File: config.mk
export PLATFORM = sky130hd
export DESIGN_NAME = tail_light_seq
export DESIGN_NICKNAME = d
export VERILOG_FILES = /design/src/rtl/tail_light_seq.sv
export SDC_FILE = /design/constraint.sdc
export NUM_CORES = 1
export LEC_CHECK = 0
export ABC_AREA = 1
export CAP_MARGIN = 30
export CORE_MARGIN = 5
export CORE_UTILIZATION = 47
export DETAILED_ROUTE_END_ITERATION = 10
export PLACE_DENSITY = 0.65
export REMOVE_ABC_BUFFERS = 1
export SLEW_MARGIN = 15
export SYNTH_ARGS = -nofsm -noshare
export SYNTH_HDL_FRONTEND = slang
export SYNTH_SLANG_ARGS = --single-unit
File: constraint.sdc
create_clock -name clock -period 1.9 [get_ports clock]
set_input_delay 0.475 -clock clock [delete_from_list [all_inputs] [get_ports clock]]
set_output_delay 0.475 -clock clock [all_outputs]
set_load 0.05 [all_outputs]
File: src/rtl/tail_light_seq.sv
// Thunderbird-style tail-light sequencer: turn/hazard requests stepped at TICK_DIV-cycle intervals.
// Optional brake overlay enabled by defining TAIL_BRAKE_EN.
module tail_light_seq #(
  parameter int unsigned TICK_DIV = 12500000
) (
  input  logic       clock,
  input  logic       resetn,
  input  logic       left,
  input  logic       right,
  input  logic       hazard,
`ifdef TAIL_BRAKE_EN
  input  logic       brake,
`endif
  output logic [5:0] lights_out,
  output logic       busy
);

  localparam int unsigned CNT_W = $clog2(TICK_DIV);
  localparam logic [CNT_W-1:0] CntMax = CNT_W'(TICK_DIV - 1);

  typedef enum logic [2:0] {
    StIdle, StL1, StL2, StL3, StR1, StR2, StR3, StHz
  } state_e;

  state_e           state_q, state_d;
  logic [CNT_W-1:0] cnt_q, cnt_d;
  logic [5:0]       lights_q, lights_d;
  logic             hz_req, any_req, tick;

  always_comb begin
    hz_req  = hazard | (left & right);
    any_req = hz_req | left | right;
    tick    = 1'b0;
    cnt_d   = cnt_q;
    state_d = state_q;

    // Idle without a request parks the prescaler so the first step is a full period away.
    if (state_q == StIdle && !any_req) begin
      cnt_d = '0;
    end else begin
      tick  = (cnt_q == CntMax);
      cnt_d = tick ? '0 : cnt_q + CNT_W'(1);
    end

    if (tick) begin
      unique case (state_q)
        StIdle: begin
          if (hz_req)     state_d = StHz;
          else if (left)  state_d = StL1;
          else if (right) state_d = StR1;
        end
        StL1:    state_d = hz_req ? StHz : StL2;
        StL2:    state_d = hz_req ? StHz : StL3;
        StL3:    state_d = hz_req ? StHz : StIdle;
        StR1:    state_d = hz_req ? StHz : StR2;
        StR2:    state_d = hz_req ? StHz : StR3;
        StR3:    state_d = hz_req ? StHz : StIdle;
        StHz:    state_d = StIdle;
        default: state_d = StIdle;
      endcase
    end

    lights_d = 6'b000000;
    unique case (state_d)
      StL1:    lights_d = 6'b001000;
      StL2:    lights_d = 6'b011000;
      StL3:    lights_d = 6'b111000;
      StR1:    lights_d = 6'b000100;
      StR2:    lights_d = 6'b000110;
      StR3:    lights_d = 6'b000111;
      StHz:    lights_d = 6'b111111;
      default: lights_d = 6'b000000;
    endcase

`ifdef TAIL_BRAKE_EN
    // Brake lights the half not used by the active turn; it never touches state or prescaler.
    if (brake) begin
      unique case (state_d)
        StIdle:               lights_d = 6'b111111;
        StL1, StL2, StL3:     lights_d = lights_d | 6'b000111;
        StR1, StR2, StR3:     lights_d = lights_d | 6'b111000;
        default:              lights_d = lights_d;
      endcase
    end
`endif
  end

  always_ff @(posedge clock) begin
    if (!resetn) begin
      state_q  <= StIdle;
      cnt_q    <= '0;
      lights_q <= 6'b000000;
    end else begin
      state_q  <= state_d;
      cnt_q    <= cnt_d;
      lights_q <= lights_d;
    end
  end

  assign lights_out = lights_q;
  assign busy       = (state_q != StIdle);

endmodule
# Yosys cells after proc, flatten, opt, wreduce, memory -nomap -nowiden
# Cells that the tools add are included.
word_totals:
  input_bits: 5
  register_bits: 33
  out_inout_bits: 7
  wordCells: 42
classes:
  addsub: 1
  n_reduce_logical: 6
  n_eq_ne: 15
  n_mux: 12
  bitwise_logic: 5
ops:
  columns: ["operator", "n"]
  rows:
  - ["$pmux W6 S7", 1]
  - ["$add A24 B1 Y24 const B", 1]
  - ["$eq A24 B24 Y1 const B", 1]
  - ["$eq A3 B3 Y1 const B", 8]
  - ["$mux W3", 7]
  - ["$pmux W3 S7", 1]
  - ["$eq A3 B2 Y1 const B", 4]
  - ["$eq A3 B1 Y1 const B", 2]
  - ["$logic_not A3 Y1", 1]
  - ["$or A1 B1 Y1", 3]
  - ["$reduce_bool A3 Y1", 1]
  - ["$reduce_or A3 Y1", 1]
  - ["$mux W1", 2]
  - ["$mux W2", 1]
  - ["$reduce_or A2 Y1", 1]
  - ["$and A1 B1 Y1", 1]
  - ["$logic_and A1 B1 Y1", 1]
  - ["$logic_not A1 Y1", 1]
  - ["$not A1 Y1", 1]

# Logic depth before layout (Yosys ltp)
# Gate-level depths: netlist of run 1.
logic_depth:
  word_depth: 10
  depth_mapped: 12

# Worst setup path before layout of run 1
# OpenSTA, ideal clock, no wires.
synth_timing:
  path_type: "register to register"
  start: "register cnt_q[0]"
  end: "register lights_q[4], in the netlist lights_out[4]"
  stages_incl_launch_ff: 12
  t_arrival_ns: 1.413
  setup_slack_ns: 0.373
  path_buffers: 0
  setup_time_ns: 0.115
  synth_period_minus_slack_ns: 1.527
  required_time_ns: 1.785
  path_cell_list: "dfxtp_1 ha_1 nand2_4 inv_2 nand2_2 nor2_1 nand2_1 nor2_1 nand3_1 nand2_2 nand2_1 and2_1"
synth_via:
  elab_chain_len: 5
  word_cells_on_any_way: 11
synth_lines:
  columns: ["item", "line_no", "rtl"]
  rows:
  - ["start: declaration", "26", "logic [CNT_W-1:0] cnt_q, cnt_d;"]
  - ["start signal: assignment", "95", "cnt_q <= cnt_d;"]
  - ["$eq A24 B24 Y1 *", "41", "tick = (cnt_q == CntMax);"]
  - ["$mux W1 *", "38", "if (state_q == StIdle && !any_req) begin"]
  - ["$mux W3 *", "45", "if (tick) begin"]
  - ["$eq A3 B3 Y1, or another cell as far along", "64", "unique case (state_d)"]
  - ["$pmux W6 S7 *", "64", null]
  - ["end signal: assignment", "96", "lights_q <= lights_d;"]
  - ["end: declaration", "27", "logic [5:0] lights_q, lights_d;"]
# Mark *: on every way between the ends. The rest lies on a longest branch, timed or not.
# A chain may end at the register's enable or synchronous reset.

# Final worst setup path of run 1
layout_timing:
  start: "register cnt_q[1]"
  end: "register cnt_q[9]"
layout_via:
  elab_chain_len: 2
  word_cells_on_any_way: 3
layout_lines:
  columns: ["item"]
  rows:
  - ["parallel branches: the longest is 2 deep, another holds $add A24 B1 Y24"]
# Several ways; the timed one is not identified.

==> reports/results.txt, run 1 <==
CTS Hold Bufs - 0
P&R area growth vs syn - 15.7%
Hpwl dp - 3.34 mm
Final hold vios - 0
Die Area - 5430 um^2
Port-buffer cells - 11
Area of the mapped netlist - 1900 um^2
Gate Count Post-Synth - 290
Yosys reg bits - 33
Register Area - 661 um^2
Area of the multi-input gates - 1080 um^2
Crit end category - flip-flop
Post-CTS Resized - 0
Crit Path Max Fanout - 9
Post-DP Area - 2090 um^2
Rows - 23
Crit path DAT - 1800 ps
Core area - 3970 um^2
Initial antenna violation count - 0
Combinational share of power - 4.0%
Share of cells above drive strength 1 - 15.8%
DRC Markers - 0
Syn avg cell area - 6.57 um^2
IO Count - 12
Nets - 316
Cells after DPL - 353
All-Layer GR Usage - 17.9%
Total CTS buffers - 5
PwrDens - 656 nW/um^2
Yosys synthesis warning count - 0
Deepest clock path buffer count - 2
DIE WIDTH - 73.7 um
Root buf cell - clkbuf_8
Pre-CTS setup slack - 71.5 ps
Final setup margin - 267 ps
Ranking of synthesized cells by area - dfxtp_1 35%, nand2_1 16%, nor2_1 9.9%
Leakage - 0.000925 uW
Worst Skew - 4.86 ps
Fmax - 613 MHz
Worst setup path class - flip-flop to flip-flop
Drt via density - 4.89
Critical path data required time - 2070 ps
Most frequent cell after synthesis - nand2_1
Yosys top cell area share - 34.7%
Largest net degree at the start of global routing - 11
Max-slew violations - 0
Setup repair after global routing missed its margin - no
EDFF count, synth - 0
Final Total Pwr - 1450 uW
H-Tree Depth - 2
DRT Pass-1 Iters - 4
Status - finished, final reports clean
RePlAce Congestion - 0.828
Max-slew headroom at the worst pin - 78.5%
Clock Latency Late Sink - 280 ps
Sequential fraction of design power - 48.5%
Maximum vdd ir drop - 0.413 mV
Die Y - 73.7 um
Clock group share of total power - 47.4%
Pint - 1150 uW
Top post-synthesis cells by count - 82 x nand2_1, 50 x nor2_1, 36 x inv_1, 33 x dfxtp_1, 15 x a21oi_1
Tcrit/Tclk final - 85.9%
CTS tree - yes
Net Switching - 296 uW
Fin area - 2200 um^2
Synth async-reset ratio - 0%
Hold Crit Class - flip-flop to flip-flop
Post-synth cell types - 28
Net Sw Frac - 20.5%
Final setup violating endpoints - 0
Leading area contributor after synthesis - dfxtp_1
Critical path launch point type - flip-flop
DR WL/cell - 11.7 um
N_diodes - 0
Remaining antenna violation count - 0
Detailed Route Iter0 Violations - 105
WL final - 4.24 mm
Setup Fix Bufs, Post-CTS - 0
Routed vias - 1,766
Clk slew on worst S/H paths - 70 ps
Least-Margin Pin Slew - 322 ps
Fillers - 394
Prevailing post-synth register cell - dfxtp_1
Min cycle time layout - 1630 ps
Max-Cap Viols - 0
CTS Sinks - 33
First-pass GRT wire length - 7.49 mm
Finished Layout Cells - 361
Vias in the first global route - 1,653
Fin Setup TNS - 0 ps
Grt ovf - 0
Sequential area share after synthesis - 34.7%
Initial core utilization - 48.0%
per-stage QoR:
step                util (%)  hold WS [ps]
CTS                     55.5           500
global route            55.5           522
finish                  55.5           500
detailed placement      52.6           489
global placement        52.6           484
floorplan                  -           460
worst paths after layout:
kind,from,end,slack [ps],cells after the start
setup / recovery,cnt_q[1]$_SDFF_PP0_,cnt_q[9]$_SDFF_PP0_,270,8
hold / removal,cnt_q[8]$_SDFF_PP0_,cnt_q[8]$_SDFF_PP0_,500,2
setup reg to reg,cnt_q[1]$_SDFF_PP0_,cnt_q[9]$_SDFF_PP0_,270,8
hold reg to reg,cnt_q[8]$_SDFF_PP0_,cnt_q[8]$_SDFF_PP0_,500,2
sequential cells by signal, summed over array words and instances, names as in the netlist:
signal and count:
cnt_q 24, lights_out 6, state_q 3
metal layers:
metal	GRT usage [%]	wire, um	up-vias	part of all wire [%]
li1	-	-	938	-
met1	23.7	2000	793	47
met2	27.8	1950	29	46
met3	5.20	217	6	5.1
met4	5.84	71	0	1.7
met5	0	0	-	0
critical path, stage by stage, from the launching register on:
cell and delay, ps:
dfxtp_1 370, ha_1 220, nand2_4 100, nor2_8 140
nand3_1 90, nor2_1 160, nand3b_4 220, buf_4 170
a21oi_1 40
cell type report:
type,count,share of cell area [%]
Clock buffer,7,3.92
Clock inverter,1,1.36
Inverter,39,6.64
Multi-Input combinational cell,216,49.1
Sequential cell,33,30.0
Tap cell,50,2.84
Timing Repair Buffer,15,6.13
cell usage in the layout, fill, tap and decap left out, types with 4 or more instances in the layout:
cell type / count
nand2_1: 82
nor2_1: 50
inv_1: 36
dfxtp_1: 33
a21oi_1: 15
nand3_1: 12
nand2_2: 10
buf_4: 10
nor3_1: 8
xor2_1: 6
nand4_1: 6
clkbuf_8: 6
nor2_2: 4
clkdlybuf4s50_1: 4
power groups by stage:
stage	Sequential, uW	Clock (uW)	Combinational (uW)
CTS	701	702	58.7
global placement	717	0	58.4
global route	702	750	65.4
finish	701	686	58.0
floorplan	718	0	28.8
detailed placement	717	0	58.2
logic make-up after synthesis:
| logic type | after synthesis | synth area share, % |
|---|---|---|
| AND/OR/NAND/NOR | 192 | 49.0 |
| buffers and inverters | 41 | 8.48 |
| flip-flops | 33 | 34.7 |
| AO/OA/AOI/OAI | 17 | 4.47 |
| XOR/XNOR | 6 | 2.76 |
| adder cells (fa/ha/maj) | 1 | 0.657 |
Power figures use the tool's default switching activity.
==> inputs of run 2 (changes only) <==
Clock period 1.9 ns to 2 ns, I/O delays scaled along.
==> run 2 against run 1 <==
Net effect:
- worst setup slack got worse by 160 ps
- critical endpoint is now lights_out[0]
- flip-flop and latch count did not move
- via count fell by 2.7%
==> reports/results.txt, run 2 (synthesized netlist as in run 1, its figures left out) <==
Status - finished, final reports clean (unchanged)
CTS Hold Bufs - 0 (unchanged)
Crit end category - output pin (was flip-flop)
DIE WIDTH - 73.7 um (unchanged)
Clk slew on worst S/H paths - 60 ps (was 70 ps)
Worst setup path class - flip-flop to output pin (was flip-flop to flip-flop)
P&R area growth vs syn - 14.7% (was 15.7%)
Maximum vdd ir drop - 0.467 mV (was 0.413 mV)
Least-Margin Pin Slew - 507 ps (was 322 ps)
Min cycle time layout - 1890 ps
Crit-path cells - clkdlybuf4s50_1 (was ha_1, nand2_4, nor2_8, nand3_1, nor2_1, nand3b_4, buf_4, a21oi_1)
Largest net degree at the start of global routing - 12 (was 11)
Number of flip-flops in the largest register - 24 (unchanged)
Fillers - 371 (was 394)
Fin Setup TNS - 0 ps (unchanged)
CP Buf/Inv Count - 1 (unchanged)
Port-buffer cells - 11 (unchanged)
H-Tree Depth - 2 (unchanged)
IO Count - 12 (unchanged)
Die Y - 73.7 um (unchanged)
Crit Path Max Fanout - 1 (was 9)
DRT Pass-1 Iters - 4 (unchanged)
DR WL/cell - 11.0 um (was 11.7 um)
Fin util - 55.0% (was 55.5%)
Critical path launch point type - flip-flop (unchanged)
Setup Fix Bufs, Post-CTS - 0 (unchanged)
Total CTS buffers - 5 (unchanged)
Setup repair after global routing missed its margin - no (unchanged)
Final hold vios - 0 (unchanged)
DRC Markers - 0 (unchanged)
Slowest CP cell - clkdlybuf4s50_1 (was dfxtp_1)
Max-slew headroom at the worst pin - 66.1% (was 78.5%)
N_diodes - 0 (unchanged)
Initial antenna violation count - 0 (unchanged)
Grt ovf - 0 (unchanged)
CTS Sinks - 33 (unchanged)
Hpwl dp - 3.15 mm (was 3.34 mm)
All-Layer GR Usage - 16.7% (was 17.9%)
First-pass GRT wire length - 6.89 mm (was 7.49 mm)
Initial core utilization - 48.0% (unchanged)
Fmax - 528 MHz
CTS tree - yes (unchanged)
Core area - 3970 um^2 (unchanged)
Max incr delay on CP - 800 ps (was 370 ps)
PwrDens - 582 nW/um^2 (was 656 nW/um^2)
Root buf cell - clkbuf_8 (unchanged)
Detailed Route Iter0 Violations - 125 (was 105)
Nets - 315 (was 316)
Vias in the first global route - 1,548 (was 1,653)
Critical path data required time - 1500 ps (was 2070 ps)
Tcrit/Tclk final - 94.6%
Post-CTS Resized - 0 (unchanged)
Deepest clock path buffer count - 2 (unchanged)
Leakage - 0.000901 uW (was 0.000925 uW)
Drt via density - 4.78 (was 4.89)
CP delay by family, top - buffers and inverters (was simple AND/OR/NAND/NOR gates)
Most frequent cells in the layout - 82 x nand2_1, 50 x nor2_1, 36 x inv_1, 33 x dfxtp_1, 15 x a21oi_1 (unchanged)
Die Area - 5430 um^2 (unchanged)
Clock Latency Late Sink - 290 ps (was 280 ps)
Hold Crit Class - flip-flop to flip-flop (unchanged)
Routed vias - 1,719 (was 1,766)
Max-Cap Viols - 0 (unchanged)
Remaining antenna violation count - 0 (unchanged)
Crit path DAT - 1390 ps (was 1800 ps)
WL final - 3.97 mm (was 4.24 mm)
RePlAce Congestion - 0.872 (was 0.828)
Max-slew violations - 0 (unchanged)
Worst Skew - 3.56 ps (was 4.86 ps)
Largest Register - cnt_q (unchanged)
Rows - 23 (unchanged)
Commonest non-fill, non-tap cell in the layout - nand2_1 (unchanged)
Share of cells above drive strength 1 - 13.9% (was 15.8%)
Final setup violating endpoints - 0 (unchanged)
run 2: where the power goes:
group / leakage, uW / switching [uW] / internal (uW)
combinational: 0.000581 / 31.4 / 22.4
clock: 0.0000542 / 240 / 311
sequential: 0.000266 / 4.90 / 662
run 2: layer usage:
metal | up-vias | GRT usage [%] | share of wire [%]
li1 | 936 | - | -
met1 | 737 | 21.8 | 49
met4 | 0 | 10.5 | 3.9
met2 | 33 | 23.8 | 42
met5 | - | 0 | 0
met3 | 13 | 4.92 | 5.6
run 2: area by class of cell:
type / count / area (um^2) / area share (%)
well taps: 50 / 62.6 / 2.87
inverters: 39 / 146 / 6.70
repair buffers: 14 / 130 / 5.96
clock inverters: 1 / 5.00 / 0.229
multi-input cells: 216 / 1080 / 49.6
flip-flops and latches: 33 / 661 / 30.3
clock buffers: 7 / 96.3 / 4.41
run 2: worst reg2reg max path, stage by stage (launching register included):
cell,delay [ps]
dfxtp_1,370
ha_1,230
nand2_4,100
nor2_8,140
nand3_1,90
nor2_1,140
nand3b_4,230
buf_4,210
a21oi_1,60
run 2: worst paths after layout:
path                                              to  depth (start not counted)                     start  slack, ps
worst max-delay path                   lights_out[0]                          1  lights_out[0]$_SDFF_PN0_        110
worst min-delay path            cnt_q[20]$_SDFF_PP0_                          2      cnt_q[20]$_SDFF_PP0_        490
worst max register to register   cnt_q[5]$_SDFF_PP0_                          8       cnt_q[1]$_SDFF_PP0_        310
worst min register to register  cnt_q[20]$_SDFF_PP0_                          2      cnt_q[20]$_SDFF_PP0_        490
run 2: stage by stage:
step,setup slack [ps],total power [uW],instances,area (um^2),hold slack [ps]
final,107,1270,360,2180,488
after detailed placement,143,736,352,2080,479
after CTS,88.4,1290,360,2180,492
after global placement,165,735,352,2080,480
after floorplan,432,710,288,1890,460
after global routing,52.9,1330,360,2180,530
==> inputs of run 3 (changes only) <==
Settings changed: CTS_CLUSTER_DIAMETER from default to 80, HOLD_SLACK_MARGIN from default to 0.1.
==> results of run 3 <==
Final layout, timing and power as in run 2 (identical DEF).
